==> config.mk <==
export PLATFORM = sky130hd
export DESIGN_NAME = iter_compare_unit
export DESIGN_NICKNAME = d
export VERILOG_FILES = /design/src/rtl/iter_compare_unit.sv
export SDC_FILE = /design/constraint.sdc
export NUM_CORES = 1
export LEC_CHECK = 0
export ABC_AREA = 1
export BUFFER_PORTS_ARGS = -buffer_cell sky130_fd_sc_hd__buf_2
export CORE_MARGIN = 4
export CORE_UTILIZATION = 30
export CTS_CLUSTER_DIAMETER = 150
export DETAILED_ROUTE_END_ITERATION = 16
export HOLD_SLACK_MARGIN = 0.1
export PLACE_DENSITY = 0.54
export RECOVER_POWER = 25
export SKIP_LAST_GASP = 1
export SLEW_MARGIN = 40
export SYNTH_ARGS = -nofsm -noshare
export SYNTH_HDL_FRONTEND = slang
export SYNTH_SLANG_ARGS = --single-unit
==> constraint.sdc <==
create_clock -name clk -period 3.6 [get_ports clk]
set_input_delay 0 -clock clk [delete_from_list [all_inputs] [get_ports clk]]
set_output_delay 0 -clock clk [all_outputs]
set_load 0.02 [all_outputs]
==> src/rtl/iter_compare_unit.sv <==
// Multi-cycle compare/subtract unit: computes x - y as x + ~y + 1, CHUNK bits per clock,
// and returns SLT / SLTU / SUB / EQ results through valid/ready handshakes.
module iter_compare_unit #(
  parameter int WIDTH = 16,
  parameter int CHUNK = 4
) (
  input  logic             clk,
  input  logic             reset,
  input  logic             in_valid,
  output logic             in_ready,
  input  logic [1:0]       op,
  input  logic [WIDTH-1:0] x,
  input  logic [WIDTH-1:0] y,
  output logic             out_valid,
  input  logic             out_ready,
  output logic [WIDTH-1:0] result,
  output logic [WIDTH-1:0] diff,
  output logic             lt,
  output logic             ovf,
  output logic             zero
);

  localparam int N  = WIDTH / CHUNK;
  localparam int CW = (N > 1) ? $clog2(N) : 1;
  localparam logic [CW-1:0] LAST = CW'(N - 1);

  localparam logic [1:0] OP_SLT  = 2'b00;
  localparam logic [1:0] OP_SLTU = 2'b01;
  localparam logic [1:0] OP_SUB  = 2'b10;
  localparam logic [1:0] OP_EQ   = 2'b11;

  typedef enum logic [1:0] {
    IDLE = 2'b00,
    RUN  = 2'b01,
    DONE = 2'b10
  } state_t;

  generate
    if (WIDTH % CHUNK != 0) begin : g_cfg_check
      $error("iter_compare_unit: WIDTH must be a multiple of CHUNK");
    end
  endgenerate

  state_t           state_r, state_nxt;
  logic [WIDTH-1:0] x_r, y_r, diff_r, result_r;
  logic [1:0]       op_r;
  logic             carry_r;
  logic [CW-1:0]    cnt_r;
  logic             lt_r, ovf_r, zero_r;

  logic             accept;
  int               base;
  logic [CHUNK:0]   sum;
  logic [WIDTH-1:0] diff_nxt, result_nxt;
  logic             ovf_nxt, zero_nxt, lt_nxt;

  assign accept = in_valid & in_ready;

  // State register
  always_ff @(posedge clk) begin
    if (reset) state_r <= IDLE;
    else       state_r <= state_nxt;
  end

  // Next-state logic; DONE with out_ready and in_valid chains straight into RUN
  always_comb begin
    state_nxt = state_r;
    case (state_r)
      IDLE:    state_nxt = in_valid ? RUN : IDLE;
      RUN:     state_nxt = (cnt_r == LAST) ? DONE : RUN;
      DONE: begin
        if (out_ready) state_nxt = in_valid ? RUN : IDLE;
        else           state_nxt = DONE;
      end
      default: state_nxt = IDLE;
    endcase
  end

  // Handshake outputs decoded from the state register
  always_comb begin
    in_ready  = 1'b0;
    out_valid = 1'b0;
    case (state_r)
      IDLE:    in_ready  = 1'b1;
      DONE: begin
        out_valid = 1'b1;
        in_ready  = out_ready;
      end
      default: in_ready = 1'b0;
    endcase
  end

  // One chunk of the ripple add plus flag derivation from the completed difference
  always_comb begin
    base     = int'(cnt_r) * CHUNK;
    sum      = {1'b0, x_r[base +: CHUNK]} + {1'b0, ~y_r[base +: CHUNK]} + {{CHUNK{1'b0}}, carry_r};
    diff_nxt = diff_r;
    diff_nxt[base +: CHUNK] = sum[CHUNK-1:0];
    ovf_nxt  = (x_r[WIDTH-1] != y_r[WIDTH-1]) && (diff_nxt[WIDTH-1] != x_r[WIDTH-1]);
    zero_nxt = (diff_nxt == {WIDTH{1'b0}});
    case (op_r)
      OP_SLT: begin
        lt_nxt     = diff_nxt[WIDTH-1] ^ ovf_nxt;
        result_nxt = {{(WIDTH-1){1'b0}}, lt_nxt};
      end
      OP_SLTU: begin
        lt_nxt     = ~sum[CHUNK];
        result_nxt = {{(WIDTH-1){1'b0}}, lt_nxt};
      end
      OP_SUB: begin
        lt_nxt     = 1'b0;
        result_nxt = diff_nxt;
      end
      OP_EQ: begin
        lt_nxt     = 1'b0;
        result_nxt = {{(WIDTH-1){1'b0}}, zero_nxt};
      end
      default: begin
        lt_nxt     = 1'b0;
        result_nxt = {WIDTH{1'b0}};
      end
    endcase
  end

  // Operand capture, chunk iteration and result registers
  always_ff @(posedge clk) begin
    if (reset) begin
      x_r      <= {WIDTH{1'b0}};
      y_r      <= {WIDTH{1'b0}};
      op_r     <= 2'b00;
      carry_r  <= 1'b0;
      cnt_r    <= {CW{1'b0}};
      diff_r   <= {WIDTH{1'b0}};
      result_r <= {WIDTH{1'b0}};
      lt_r     <= 1'b0;
      ovf_r    <= 1'b0;
      zero_r   <= 1'b0;
    end else if (accept) begin
      x_r      <= x;
      y_r      <= y;
      op_r     <= op;
      carry_r  <= 1'b1;
      cnt_r    <= {CW{1'b0}};
      diff_r   <= {WIDTH{1'b0}};
      result_r <= {WIDTH{1'b0}};
      lt_r     <= 1'b0;
      ovf_r    <= 1'b0;
      zero_r   <= 1'b0;
    end else if (state_r == RUN) begin
      diff_r  <= diff_nxt;
      carry_r <= sum[CHUNK];
      cnt_r   <= cnt_r + CW'(1);
      if (cnt_r == LAST) begin
        result_r <= result_nxt;
        lt_r     <= lt_nxt;
        ovf_r    <= ovf_nxt;
        zero_r   <= zero_nxt;
      end
    end
  end

  assign result = result_r;
  assign diff   = diff_r;
  assign lt     = lt_r;
  assign ovf    = ovf_r;
  assign zero   = zero_r;

endmodule
==> impl_metrics.ini <==
[routing]
drc_errors = 0
drt_iter0_drc = 183
antenna_left = 0
drt-pass1-iter-count = 4
vias_per_cell = 4.70
routed_wl_um = 10100
vias = 3547
wl_per_cell_um = 13.4

[global_routing]
grt_pass1_wl_um = 16400
antenna_found_initial = 0
grt_pass1_vias = 3412
gr-total-overflow = 0
grt_usage = 0.151
grt_max_degree = 47

[timing]
finalMaxSlewViolations = 0
period_minus_slack_ns = 3.22
finalHoldViolCount = 0
final.setup.tns_ns = 0
post-route-period-util = 0.896
finalSetupViolations = 0
slew_headroom = 0.603
skew_ns = 0.00748
fin_hold_ws_ns = 0.145
tightest_slew_ns = 0.595
fmax_ghz = 0.310
rsz0062_at_grt = no

[clock_tree]
clock_path_buffers = 2
cts_sinks = 74
clk_pin_slew_ns = 0.06
clock_latency_ns = 0.33
cts_buffers = 9
cts_tree = built
post-cts-setup-buffer-count = 0
htree_levels = 3
cts_root_buf = clkbuf_16

[critical_path]
required_ns = 3.86
end_kind = flip-flop
ff2ff_setup_slack_ns = 0.38
crit_arrival_ns = 3.48
criticalPathCategory = reg2reg
cp_max_fo = 13
start_kind = flip-flop

[die]
fp.dieArea_mm2 = 0.0136
rows = 39
die_w_um = 116
start_util = 0.308
coreArea_mm2 = 0.0115
ios = 75
dieHeight_um = 116

[synthesis]
synth_area_per_cell_um2 = 6.94
synth_area_leader_cell = dfxtp_1
synth-seq-cells = 74
syn_nets = 558
ys_seq_area_frac = 0.420
yosysUniqueCellTypes = 29
synthTopCellsByArea = dfxtp_1, nand2_1, a21oi_1
synth_top_area_share = 0.420
syn_inst = 509
syn-cell-area_mm2 = 0.00353
yosys_warnings = 0

[finish]
drive_above_1_share = 0.124
syn_to_final_growth_pct = 31.0
n_antenna_cell = 0
finalNetCount = 656
filler_cell_count = 1220

[pwr]
max-vdd-ir-drop_v = 0.000277
power_density_mw_per_mm2 = 466
power_leakage_nw = 2.00

[placed_design]
hpwl_um = 7300
io_buffers = 74
gp_congestion = 0.892

[outcome]
outcome = finished clean

[flow_run]
drv_cap = 0

[worst_hold_path]
hp-class = in2reg
-- per-stage QoR --
step	total power, mW	utilization	std cells	instance area [um^2]	setup slack [ns]
detailed placement	1.24	0.349	704	4000	0.431
global placement	1.23	0.349	704	4000	0.609
global route	2.25	0.403	755	4630	0.0526
finish	2.15	0.403	755	4630	0.375
floorplan	1.13	-	509	3530	0.748
CTS	2.17	0.406	755	4660	0.387
-- final timing paths --
path	end	cells after the start	start
worst min register to register	y_r[11]	2	y_r[11]
worst min-delay path	state_r[1]	2	reset
worst max register to register	result[0]	15	cnt_r[1]
worst max-delay path	result[0]	15	cnt_r[1]
-- placed cells by master, fill, tap and decap left out, drive strengths merged --
cell type / count
a211oi: 1
a21oi: 76
a31oi: 2
buf: 52
bufinv: 1
clkbuf: 37
clkinv: 3
clkinvlp: 3
dfxtp: 74
dlygate4sd3: 35
fa: 2
ha: 9
inv: 53
nand2: 129
nand3: 36
nand3b: 2
nand4: 3
nor2: 39
nor3: 1
o211ai: 2
o21a: 1
o21ai: 45
o22ai: 4
o31ai: 1
or2: 1
-- synth_stat cells --
master and number:
a211oi_1 1, a21oi_1 75, a21oi_2 1, a31oi_1 2
buf_1 1, buf_2 4, buf_6 1, clkbuf_1 21
clkinv_1 1, dfxtp_1 74, fa_1 2, ha_1 9
inv_1 50, inv_2 1, inv_4 2, nand2_1 129
nand3_1 36, nand3b_1 2, nand4_1 3, nor2_1 37
nor2_4 1, nor2_8 1, nor3_4 1, o211ai_1 2
o21a_1 1, o21ai_0 45, o22ai_1 4, o31ai_1 1
or2_2 1
-- registers in the layout, summed over array words and instances (netlist names), 2 cells and up --
signal	flops
diff	16
op_r	2
x_r	16
y_r	16
result	16
state_r	2
cnt_r	2
-- kinds of logic after synthesis --
kind of cell | synth area share
DFF | 0.420
AOI/OAI and AO/OA | 0.194
adders and majority gates | 0.0432
and+or+nand+nor | 0.252
buffers and inverters | 0.0911
-- final cells by class --
cell class,count,area (um^2),share of cell area
clock buffer,10,239,0.0517
tap,143,179,0.0387
inverter,54,208,0.0449
timing repair buffer,114,724,0.157
clock inverter,6,66.3,0.0143
multi-input combinational,354,1730,0.374
sequential,74,1480,0.320
-- report_power, final --
part,internal (mW),switching [mW],leakage (nW)
logic,0.138,0.226,1.26
registers,0.857,0.0270,0.604
clock network,0.555,0.352,0.141
-- timing repair --
item,4_1_cts,5_1_grt
resized for setup,0,0
endpoints found under the hold margin,35,0
hold buffers,35,0
-- layer usage --
metal  GRT usage  vias to the layer above  share of wire
met1       0.197                     1591           0.48
li1            -                     1863              -
met2       0.256                       82           0.46
met4      0.0418                        0          0.012
met5           0                        -              0
met3      0.0290                       11          0.048
-- worst max-delay path, cell delays in order, from the launching register on --
cell      delay (ns)
dfxtp_1         0.55
clkinv_1        0.39
o21ai_0         0.17
o22ai_1         0.11
fa_1            0.37
inv_1           0.10
fa_1            0.47
nand3_1         0.13
o21ai_0         0.14
nor2_1          0.13
nand2_1         0.06
nor2_1          0.10
nand2_1         0.07
nor2_1          0.12
nand3_1         0.09
a21oi_1         0.14
(Power assumes the default switching activity.)
